[src/rtl/pipeline_pkg.sv]
// Shared pipeline types: sequencer state encoding and bundled stage-register enables.
package pipeline_pkg;

  typedef enum logic [1:0] {
    RUN       = 2'd0,
    WAIT_BOTH = 2'd1,
    WAIT_I    = 2'd2,
    WAIT_D    = 2'd3
  } seq_state_t;

  typedef struct packed {
    logic load_pc;
    logic load_if_id;
    logic load_id_ex;
    logic load_ex_mem;
    logic load_mem_wb;
    logic flush_if_id;
    logic flush_id_ex;
  } ctrl_en_t;

  localparam int NUM_CNT = 3;

endpackage

[src/rtl/pipeline_sequencer_sat_counter.sv]
// Saturating up-counter: holds at all-ones instead of wrapping.
module sat_counter #(
  parameter int WIDTH = 32
) (
  input  logic             clk,
  input  logic             rst,
  input  logic             inc,
  output logic [WIDTH-1:0] count
);

  always_ff @(posedge clk) begin
    if (rst)                       count <= '0;
    else if (inc && (count != '1)) count <= count + 1'b1;
  end

endmodule

[src/rtl/pipeline_sequencer.sv]
// Stall/flush sequencer: merges cache waits, load-use hazard and EX redirect into stage enables.
module pipeline_sequencer
  import pipeline_pkg::*;
#(
  parameter int CNT_WIDTH = 32
) (
  input  logic                 clk,
  input  logic                 rst,
  input  logic                 hazard_exist,
  input  logic                 br_redirect,
  input  logic                 imem_read,
  input  logic                 imem_resp,
  input  logic                 dmem_req,
  input  logic                 dmem_resp,
  output logic                 load_pc,
  output logic                 load_if_id,
  output logic                 load_id_ex,
  output logic                 load_ex_mem,
  output logic                 load_mem_wb,
  output logic                 flush_if_id,
  output logic                 flush_id_ex,
  output logic                 imem_mask,
  output logic                 dmem_mask,
  output logic                 ibuf_load,
  output logic                 dbuf_load,
  output logic                 ibuf_sel,
  output logic                 dbuf_sel,
  output seq_state_t           state,
  output logic [CNT_WIDTH-1:0] cnt_mem_stall,
  output logic [CNT_WIDTH-1:0] cnt_load_use,
  output logic [CNT_WIDTH-1:0] cnt_redirect
);

  logic       i_done, d_done;
  logic       i_wait, d_wait, stall;
  seq_state_t state_nxt;
  ctrl_en_t   ctrl;

  logic [NUM_CNT-1:0]                inc;
  logic [NUM_CNT-1:0][CNT_WIDTH-1:0] cnt;

  assign i_wait = imem_read & ~imem_resp & ~i_done;
  assign d_wait = dmem_req  & ~dmem_resp & ~d_done;
  assign stall  = i_wait | d_wait;

  always_comb begin
    ctrl      = '0;
    state_nxt = RUN;
    unique case ({i_wait, d_wait})
      2'b11:   state_nxt = WAIT_BOTH;
      2'b10:   state_nxt = WAIT_I;
      2'b01:   state_nxt = WAIT_D;
      default: state_nxt = RUN;
    endcase
    if (!stall) begin
      if (br_redirect) begin
        ctrl = '1;
      end else if (hazard_exist) begin
        ctrl.load_id_ex  = 1'b1;
        ctrl.flush_id_ex = 1'b1;
        ctrl.load_ex_mem = 1'b1;
        ctrl.load_mem_wb = 1'b1;
      end else begin
        ctrl.load_pc     = 1'b1;
        ctrl.load_if_id  = 1'b1;
        ctrl.load_id_ex  = 1'b1;
        ctrl.load_ex_mem = 1'b1;
        ctrl.load_mem_wb = 1'b1;
      end
    end
  end

  // Responses landing during a stall are parked; the flags drop once the pipe advances.
  always_ff @(posedge clk) begin
    if (rst) begin
      state  <= RUN;
      i_done <= 1'b0;
      d_done <= 1'b0;
    end else begin
      state  <= state_nxt;
      i_done <= stall & (i_done | imem_resp);
      d_done <= stall & (d_done | dmem_resp);
    end
  end

  assign load_pc     = ctrl.load_pc;
  assign load_if_id  = ctrl.load_if_id;
  assign load_id_ex  = ctrl.load_id_ex;
  assign load_ex_mem = ctrl.load_ex_mem;
  assign load_mem_wb = ctrl.load_mem_wb;
  assign flush_if_id = ctrl.flush_if_id;
  assign flush_id_ex = ctrl.flush_id_ex;

  assign imem_mask = stall & i_done;
  assign dmem_mask = stall & d_done;
  assign ibuf_load = stall & imem_resp;
  assign dbuf_load = stall & dmem_resp;
  assign ibuf_sel  = ~stall & i_done;
  assign dbuf_sel  = ~stall & d_done;

  assign inc[0] = stall;
  assign inc[1] = ~stall & ~br_redirect & hazard_exist;
  assign inc[2] = ~stall & br_redirect;

  for (genvar g = 0; g < NUM_CNT; g++) begin : g_cnt
    sat_counter #(.WIDTH(CNT_WIDTH)) u_cnt (
      .clk  (clk),
      .rst  (rst),
      .inc  (inc[g]),
      .count(cnt[g])
    );
  end

  assign cnt_mem_stall = cnt[0];
  assign cnt_load_use  = cnt[1];
  assign cnt_redirect  = cnt[2];

endmodule
[config.mk]
export PLATFORM = sky130hd
export DESIGN_NAME = pipeline_sequencer
export DESIGN_NICKNAME = d
export VERILOG_FILES = /design/src/rtl/pipeline_pkg.sv /design/src/rtl/pipeline_sequencer_sat_counter.sv /design/src/rtl/pipeline_sequencer.sv
export SDC_FILE = /design/constraint.sdc
export NUM_CORES = 1
export LEC_CHECK = 0
export CAP_MARGIN = 0
export CORE_MARGIN = 2
export CORE_UTILIZATION = 45
export DETAILED_ROUTE_END_ITERATION = 12
export PLACE_DENSITY = 0.73
export SLEW_MARGIN = 20
export SYNTH_ARGS = -nofsm -noshare
export SYNTH_HDL_FRONTEND = slang
export SYNTH_HIERARCHICAL = 1
export SYNTH_SLANG_ARGS = --single-unit
[constraint.sdc]
create_clock -name clk -period 4 [get_ports clk]
set_input_delay 0.8 -clock clk [delete_from_list [all_inputs] [get_ports clk]]
set_output_delay 0.8 -clock clk [all_outputs]
set_load 0.01 [all_outputs]
==> qor.csv, run 1 <==
stage,metric,value,unit
logic_synthesis,syn_nets,639,
sta,hold_viol_final,0,
floorplan,rows,39,
route,drtPass1Iterations,7,
place,post-place-ws,0.190,ns
floorplan,die-width,112,um
logic_synthesis,synth_top_cell_area_share,0.380,
sta,period_minus_slack,3.70,ns
route,postRouteAntennaNets,0,
hold_path,min_to,g_cnt[2].u_cnt/count[23],
outcome,status,"complete, no violations",
cts,clock_latency,0.35,ns
cts,cts_resized,0,
finish,layout_commonest_cell,clkdlybuf4s50_1,
logic_synthesis,synthTopCellsByArea,"dfxtp_1 (38%), a21oi_1 (6.3%), o31ai_1 (5.1%)",
worst_setup_path,rrSetupSlack,1.12,ns
worst_setup_path,r2r_start,d_done,
finish,drive_gt1_frac,0.0776,
route,drt_iter0_markers,500,
finish,mostFrequentLayoutCells,"clkdlybuf4s50_1 (117), dfxtp_1 (100), a21oi_1 (66)",
power_and_ir_drop,pwr-share-clk,0.440,
global_routing,grt_antenna_before_repair,0,
logic_synthesis,synthCells,626,
logic_synthesis,yosysWarnings,6,
logic_synthesis,synth_cell_type_count,44,
finish,diodes,0,
worst_setup_path,crit_fanout,8,
place,dpl_cell_area,6570,sq um
global_routing,grtUsageTotal,0.228,
worst_setup_path,path_buf_inv,2,
sta,relSlewSlack,0.365,
route,wl_per_cell,16.3,um
sta,min_period_over_period,0.925,
hold_path,hold_path_depth,2,
cts,htreeDepth,3,
finish,design_area,6870,sq um
power_and_ir_drop,power,2010,uW
sta,fin_worst_skew,0.00752,ns
route,post-route-drc-count,0,
power_and_ir_drop,p_sw,456,uW
cts,clockRootBuffer,clkbuf_16,
floorplan,die_area,12600,sq um
worst_setup_path,cp_top_family,buffers and inverters,
floorplan,ioPinCount,119,
cts,clock-sinks,100,
place,port_buffers,118,
hold_path,holdCritPathClass,reg2reg,
global_routing,first_global_vias,4925,
route,wl,14300,um
power_and_ir_drop,p_seq_frac,0.503,
global_routing,grt_overflow,0,
sta,timing.fmax,270,MHz
cts,cts.reportedPaths.clkPinSlew,0.07,ns
logic_synthesis,yosysTopAreaCell,dfxtp_1,
place,globalplace.congestion,0.936,
logic_synthesis,postSynthAreaPerCell,8.41,sq um
cts,cts_hold_buf,0,
sta,report.final.setup_viol,0,
sta,tightest_slew,0.953,ns
cts,cts_made_buffers,9,
cts,cts_tree,yes,
finish,area_growth,30.5,%
power_and_ir_drop,irDropWorstVdd,181,uV
logic_synthesis,synth-seq-cells,100,
worst_setup_path,arrival,2.90,ns
route,via_count,5299,
worst_setup_path,critPathKind,in2out,
worst_setup_path,r2r_cells,10,
worst_setup_path,crit_path_cell_trace,clkdlybuf4s50_1 > or3b_4 > ha_1 > nor2b_1 > clkdlybuf4s50_1,
global_routing,grt_max_degree,92,
worst_setup_path,slowest_delay,0.59,ns
cts,cts.path.max_buffers,2,
power_and_ir_drop,switching_share,0.227,
sta,setup_tns,0,ns
power_and_ir_drop,combinationalPowerShare,0.056,
sta,drv_slew,0,
worst_setup_path,critPathLaunchType,input port,
finish,final_core_util,0.602,
logic_synthesis,synth_flop_cell,dfxtp_1,
cts,post-cts-setup-buffer-count,0,
worst_setup_path,end_kind,primary output,
logic_synthesis,synth_seq_area_share,0.380,
place,dp_hpwl,10200,um
global_routing,grt_pass1_wl,24000,um
job,maxCapViolations,0,
logic_synthesis,synth_area,5270,sq um
worst_setup_path,crit_path_top_delay_cell,clkdlybuf4s50_1,
finish,final_nets,743,
hold_path,min_from,g_cnt[2].u_cnt/count[23],
floorplan,fp.coreArea,11400,sq um
worst_setup_path,r2r-end,g_cnt[2].u_cnt/count[31],
sta,grt_setup_unrepaired,no,
power_and_ir_drop,power.leakage,0.00205,uW
logic_synthesis,async_reset_ff_frac,0,
logic_synthesis,synth-edff-count,0,
power_and_ir_drop,power_density,293,nW/um^2
route,viasPerCell,6.04,
floorplan,start_util,0.461,
sta,layout_setup_ws,0.299,ns
power_and_ir_drop,p_int,1560,uW
floorplan,fp.dieH,112,um
worst_setup_path,cp_common_cell,clkdlybuf4s50_1,
worst_setup_path,critical_path_required,3.20,ns
-- layout make-up --
type | instances | area (sq um)
repair buffers | 129 | 1260
flip-flops and latches | 100 | 2000
well taps | 143 | 179
fillers | 1044 | 4550
clock buffers | 10 | 239
clock inverters | 6 | 63.8
multi-input cells | 482 | 3090
inverters | 8 | 30.0
-- how the worst max path moves through the flow --
stage	startpoint	end	slack, ns	cells after the start
detailed placement	dmem_req	g_cnt[2].u_cnt/count[31]	0.19	11
floorplan	dmem_req	g_cnt[2].u_cnt/count[31]	0.66	9
global placement	dmem_req	g_cnt[2].u_cnt/count[31]	0.31	11
CTS	dmem_req	flush_if_id	0.31	7
finish	dmem_req	ibuf_load	0.30	5
global route	dmem_req	flush_if_id	0.22	7
-- state kept, by name (all words and copies together), names as in the netlist --
| signal | cells |
|---|---|
| g_cnt.u_cnt/count | 96 |
| i_done | 1 |
| state | 2 |
| d_done | 1 |
-- layer usage --
metal  global-route usage  part of all wire
met1                0.308              0.46
met4                0.107             0.029
met5                    0                 0
met2                0.357              0.46
met3               0.0400             0.054
-- per-stage QoR --
stage	hold slack, ns	cells
after floorplan	0.498	626
after CTS	0.502	878
final	0.501	878
after global placement	0.479	862
after detailed placement	0.491	862
after global routing	0.536	878
-- synthesized netlist by cell type (4+ instances only) --
cell type,count
dfxtp_1,100
a21oi_1,66
nor2_1,46
nand3_1,39
o31ai_1,36
or4_1,36
nand2_1,31
nand4_1,30
or3_1,30
clkbuf_1,24
o21ai_0,24
xnor2_1,18
and4_1,12
nor4_1,12
and3_1,11
nor2b_1,10
buf_2,9
inv_1,8
nor3_1,8
a2111oi_0,6
nor3b_1,6
ha_1,5
and2_1,4
-- power by group through the flow --
stage / combinational [uW] / clock [uW] / sequential (uW)
after floorplan: 58.1 / 0 / 1040
after detailed placement: 113 / 0 / 1040
after CTS: 114 / 906 / 1010
after global placement: 110 / 0 / 1040
after global routing: 123 / 944 / 1010
final: 113 / 886 / 1010
-- cell families after synthesis --
group | after synthesis | synth area share
AND/OR/NAND/NOR | 298 | 0.336
AO/OA/AOI/OAI | 149 | 0.183
flip-flops | 100 | 0.380
buffers and inverters | 44 | 0.0356
XOR/XNOR | 21 | 0.0349
multiplexers | 9 | 0.0185
adder cells (fa/ha/maj) | 5 | 0.0119
-- tightest hold or removal path: stages, from the launching register on --
cell     delay, ns
dfxtp_1       0.33
o31ai_1       0.07
a21oi_1       0.06
Note: power is estimated with default switching activity, not from simulation.
==> inputs of run 2 (changes only) <==
--- a/config.mk
+++ b/config.mk
@@ -10,6 +10,7 @@
 export CORE_UTILIZATION = 45
 export DETAILED_ROUTE_END_ITERATION = 12
 export PLACE_DENSITY = 0.73
+export REMOVE_ABC_BUFFERS = 1
 export SLEW_MARGIN = 20
 export SYNTH_ARGS = -nofsm -noshare
 export SYNTH_HDL_FRONTEND = slang
==> qor.csv, run 2 (same netlist as run 1, synthesis figures left out) <==
stage,metric,value,unit
worst_setup_path,critPathLaunchType,input port,
place,port_buffers,118,
finish,fillCellCount,1026,
finish,layout_commonest_cell,clkdlybuf4s50_1,
global_routing,grt_overflow,0,
global_routing,grt_antenna_before_repair,0,
finish,design_area,6880,sq um
worst_setup_path,critPathKind,in2out,
finish,largestRegisters,"g_cnt.u_cnt/count: 96 flops, state: 2 flops",
route,postRouteAntennaNets,0,
power_and_ir_drop,power_density,292,nW/um^2
route,via_count,5337,
floorplan,fp.dieH,112,um
global_routing,grt_pass1_wl,24400,um
floorplan,start_util,0.461,
sta,setup_tns,0,ns
sta,fin_worst_skew,0.00559,ns
place,globalplace.congestion,0.903,
cts,clock_latency,0.34,ns
floorplan,die-width,112,um
route,dr_wl_met2,6930,um
cts,cts.path.max_buffers,2,
floorplan,fp.coreArea,11400,sq um
sta,hold_viol_final,0,
sta,tightest_slew,0.913,ns
power_and_ir_drop,power.leakage,0.00206,uW
route,post-route-drc-count,0,
floorplan,die_area,12600,sq um
route,met3_wirelength,810,um
hold_path,holdCritPathClass,reg2reg,
worst_setup_path,critical_path_required,3.20,ns
route,wl,14100,um
sta,drv_slew,0,
sta,timing.fmax,267,MHz
sta,report.final.setup_viol,0,
finish,area_growth,30.6,%
global_routing,grtUsageTotal,0.228,
cts,clockRootBuffer,clkbuf_16,
power_and_ir_drop,irDropWorstVdd,163,uV
global_routing,grt_max_degree,88,
finish,seqCellArea,2000,sq um
route,dr.max_layer_used,met4,
finish,final_nets,744,
floorplan,rows,39,
finish,mostFrequentLayoutCells,"clkdlybuf4s50_1 (117), dfxtp_1 (100), a21oi_1 (66)",
outcome,status,"complete, no violations",
cts,cts_resized,0,
cts,post-cts-setup-buffer-count,0,
finish,largest_reg_flops,96,
sta,grt_setup_unrepaired,no,
route,drtPass1Iterations,5,
place,dp_hpwl,10200,um
sta,relSlewSlack,0.391,
route,viasPerCell,6.07,
finish,regMostFlops,g_cnt.u_cnt/count,
sta,period_minus_slack,3.75,ns
cts,cts_made_buffers,9,
cts,cts_tree,yes,
cts,htreeDepth,3,
worst_setup_path,crit_fanout,5,
route,wl_per_cell,16.0,um
sta,min_period_over_period,0.938,
route,wl_met1,6160,um
job,maxCapViolations,0,
worst_setup_path,end_kind,primary output,
worst_setup_path,arrival,2.95,ns
finish,multi_input_area,3090,sq um
route,drt_iter0_markers,404,
cts,cts.reportedPaths.clkPinSlew,0.07,ns
place,dpl_cell_area,6570,sq um
finish,drive_gt1_frac,0.0774,
floorplan,ioPinCount,119,
cts,cts_hold_buf,0,
finish,diodes,0,
global_routing,first_global_vias,5036,
cts,clock-sinks,100,
==> run 2: report_power, final <==
group	internal (uW)	switching (uW)	leakage, uW
registers	1000	10.5	0.000806
clock network	517	370	0.000149
logic	51.3	56.9	0.00110
==> run 2: area by class of cell <==
| class | count | area share |
|---|---|---|
| Inverter | 8 | 0.00437 |
| Tap cell | 143 | 0.0260 |
| Sequential cell | 100 | 0.291 |
| Multi-Input combinational cell | 482 | 0.450 |
| Clock inverter | 4 | 0.00691 |
| Timing Repair Buffer | 130 | 0.184 |
| Clock buffer | 12 | 0.0373 |
==> run 2: worst paths after layout <==
path	depth (start not counted)	from	to	slack [ns]
max	6	dmem_resp	flush_if_id	0.25
min reg2reg	2	g_cnt[1].u_cnt/count[23]	g_cnt[1].u_cnt/count[23]	0.50
max reg2reg	10	d_done	g_cnt[2].u_cnt/count[23]	1.18
min	2	g_cnt[1].u_cnt/count[23]	g_cnt[1].u_cnt/count[23]	0.50
==> run 2: metal layers <==
metal	vias to the layer above	track usage
met5	-	0
met4	0	0.0675
met3	10	0.0356
met1	2560	0.302
met2	156	0.388
li1	2611	-
==> run 2: through the flow <==
| stage | instances | hold slack (ns) | power [uW] | worst slack [ns] | utilization |
|---|---|---|---|---|---|
| floorplan | 590 | 0.498 | 1080 | 0.427 | - |
| global placement | 863 | 0.477 | 1140 | 0.322 | 0.576 |
| detailed placement | 863 | 0.493 | 1140 | 0.200 | 0.576 |
| CTS | 879 | 0.503 | 2030 | 0.238 | 0.602 |
| global route | 879 | 0.542 | 2080 | 0.115 | 0.602 |
| finish | 879 | 0.503 | 2010 | 0.249 | 0.602 |
==> run 2: worst max-delay path: stages <==
cell and delay [ns]:
clkdlybuf4s50_1 0.54, or3b_4 0.17, ha_1 0.23, inv_1 0.15
nor2_1 0.39, clkdlybuf4s50_1 0.66
==> inputs of run 3 (changes only) <==
--- a/config.mk
+++ b/config.mk
@@ -9,6 +9,7 @@
 export CORE_MARGIN = 2
 export CORE_UTILIZATION = 45
 export DETAILED_ROUTE_END_ITERATION = 12
+export MAX_ROUTING_LAYER = met4
 export PLACE_DENSITY = 0.73
 export REMOVE_ABC_BUFFERS = 1
 export SLEW_MARGIN = 20
==> qor.csv, run 3 (same netlist as run 1, synthesis figures left out) <==
stage,metric,value,unit
worst_setup_path,cp_common_cell,clkdlybuf4s50_1,
cts,clock_latency,0.34,ns
floorplan,start_util,0.461,
worst_setup_path,cp_top_family,buffers and inverters,
sta,min_period_over_period,0.940,
hold_path,holdCritPathClass,reg2reg,
worst_setup_path,arrival,2.96,ns
sta,period_minus_slack,3.76,ns
power_and_ir_drop,power_density,292,nW/um^2
sta,holdWs,0.503,ns
finish,area_growth,30.6,%
cts,htreeDepth,3,
power_and_ir_drop,irDropWorstVdd,165,uV
worst_setup_path,crit_path_top_delay_cell,clkdlybuf4s50_1,
cts,clockRootBuffer,clkbuf_16,
place,dp_hpwl,10200,um
sta,timing.fmax,266,MHz
sta,relSlewSlack,0.388,
place,port_buffers,118,
global_routing,first_global_vias,5054,
place,placed_cells,863,
finish,diodes,0,
global_routing,grtUsageMet2,0.389,
cts,cts_tree,yes,
sta,fin_worst_skew,0.00688,ns
worst_setup_path,end_kind,primary output,
worst_setup_path,r2r_cells,10,
global_routing,grt_max_degree,88,
sta,drv_slew,0,
finish,largestRegisters,"g_cnt.u_cnt/count: 96 flops, state: 2 flops",
route,viasPerCell,6.09,
global_routing,grt_overflow,0,
worst_setup_path,path_buf_inv,3,
cts,cts.path.max_buffers,2,
global_routing,grt_util_met3,0.0432,
finish,layout_commonest_cell,clkdlybuf4s50_1,
sta,setup_tns,0,ns
floorplan,fp.dieH,112,um
route,post-route-drc-count,0,
floorplan,die-width,112,um
floorplan,die_area,12600,sq um
power_and_ir_drop,power.leakage,0.00206,uW
cts,post-cts-setup-buffer-count,0,
global_routing,grt-busiest-layer,met2,
route,via_count,5355,
worst_setup_path,critical_path_required,3.20,ns
job,maxCapViolations,0,
global_routing,grtUsageTotal,0.235,
cts,cts_made_buffers,9,
finish,regMostFlops,g_cnt.u_cnt/count,
route,drtPass1Iterations,5,
cts,cts_hold_buf,0,
worst_setup_path,worst-path-stages,6,
sta,report.final.setup_viol,0,
finish,mostFrequentLayoutCells,"clkdlybuf4s50_1 (117), dfxtp_1 (100), a21oi_1 (66)",
finish,drive_gt1_frac,0.0774,
power_and_ir_drop,power,2010,uW
worst_setup_path,critPathKind,in2out,
global_routing,grt_use_met1,0.300,
hold_path,hold_path_depth,2,
cts,cts.reportedPaths.clkPinSlew,0.06,ns
place,globalplace.congestion,0.918,
sta,tightest_slew,0.917,ns
cts,clock-sinks,100,
sta,hold_viol_final,0,
outcome,status,"complete, no violations",
route,drt_iter0_markers,519,
finish,largest_reg_flops,96,
cts,cts_resized,0,
floorplan,ioPinCount,119,
finish,finalNonFillerCells,879,
worst_setup_path,slowest_delay,0.66,ns
sta,layout_setup_ws,0.242,ns
floorplan,fp.coreArea,11400,sq um
global_routing,grt_antenna_before_repair,0,
worst_setup_path,crit_path_cell_trace,clkdlybuf4s50_1 > or3b_4 > ha_1 > inv_1 > nor2_1 > clkdlybuf4s50_1,
worst_setup_path,critPathLaunchType,input port,
global_routing,grt_pass1_wl,24300,um
worst_setup_path,crit_fanout,5,
floorplan,rows,39,
route,postRouteAntennaNets,0,
route,wl,14100,um
place,post-place-ws,0.200,ns
sta,grt_setup_unrepaired,no,
finish,final_nets,744,
route,wl_per_cell,16.0,um
[run 3: cell counts in the layout (fill, tap and decap cells not counted)]
Identical to the previous run, type by type.
[run 3: worst paths after layout]
kind	end	slack, ns	startpoint
hold / removal	g_cnt[0].u_cnt/count[23]	0.50	g_cnt[0].u_cnt/count[23]
setup reg to reg	g_cnt[2].u_cnt/count[23]	1.17	d_done
hold reg to reg	g_cnt[0].u_cnt/count[23]	0.50	g_cnt[0].u_cnt/count[23]
setup / recovery	flush_if_id	0.24	dmem_resp
[run 3: through the flow]
stage	util	instance area (sq um)
floorplan	-	5110
global placement	0.576	6570
detailed placement	0.576	6570
CTS	0.602	6880
global route	0.602	6880
finish	0.602	6880
[run 3: routing by layer]
metal,part of all wire,up-vias
li1,-,2612
met4,0.011,0
met1,0.44,2564
met5,0,-
met2,0.49,166
met3,0.058,13
[run 3: area by class of cell]
type | count | area, sq um
clock inverters | 4 | 47.5
well taps | 143 | 179
repair buffers | 130 | 1270
multi-input cells | 482 | 3090
flip-flops and latches | 100 | 2000
fillers | 1026 | 4540
inverters | 8 | 30.0
clock buffers | 12 | 256
[run 3: power breakdown]
group / leakage, uW / switching (uW) / internal (uW)
registers: 0.000806 / 10.7 / 1000
logic: 0.00110 / 57.0 / 51.3
clock network: 0.000149 / 368 / 517
[run 3: worst min-delay path: stages, from the launching register on]
cell and delay (ns):
dfxtp_1 0.33, o31ai_1 0.07, a21oi_1 0.06
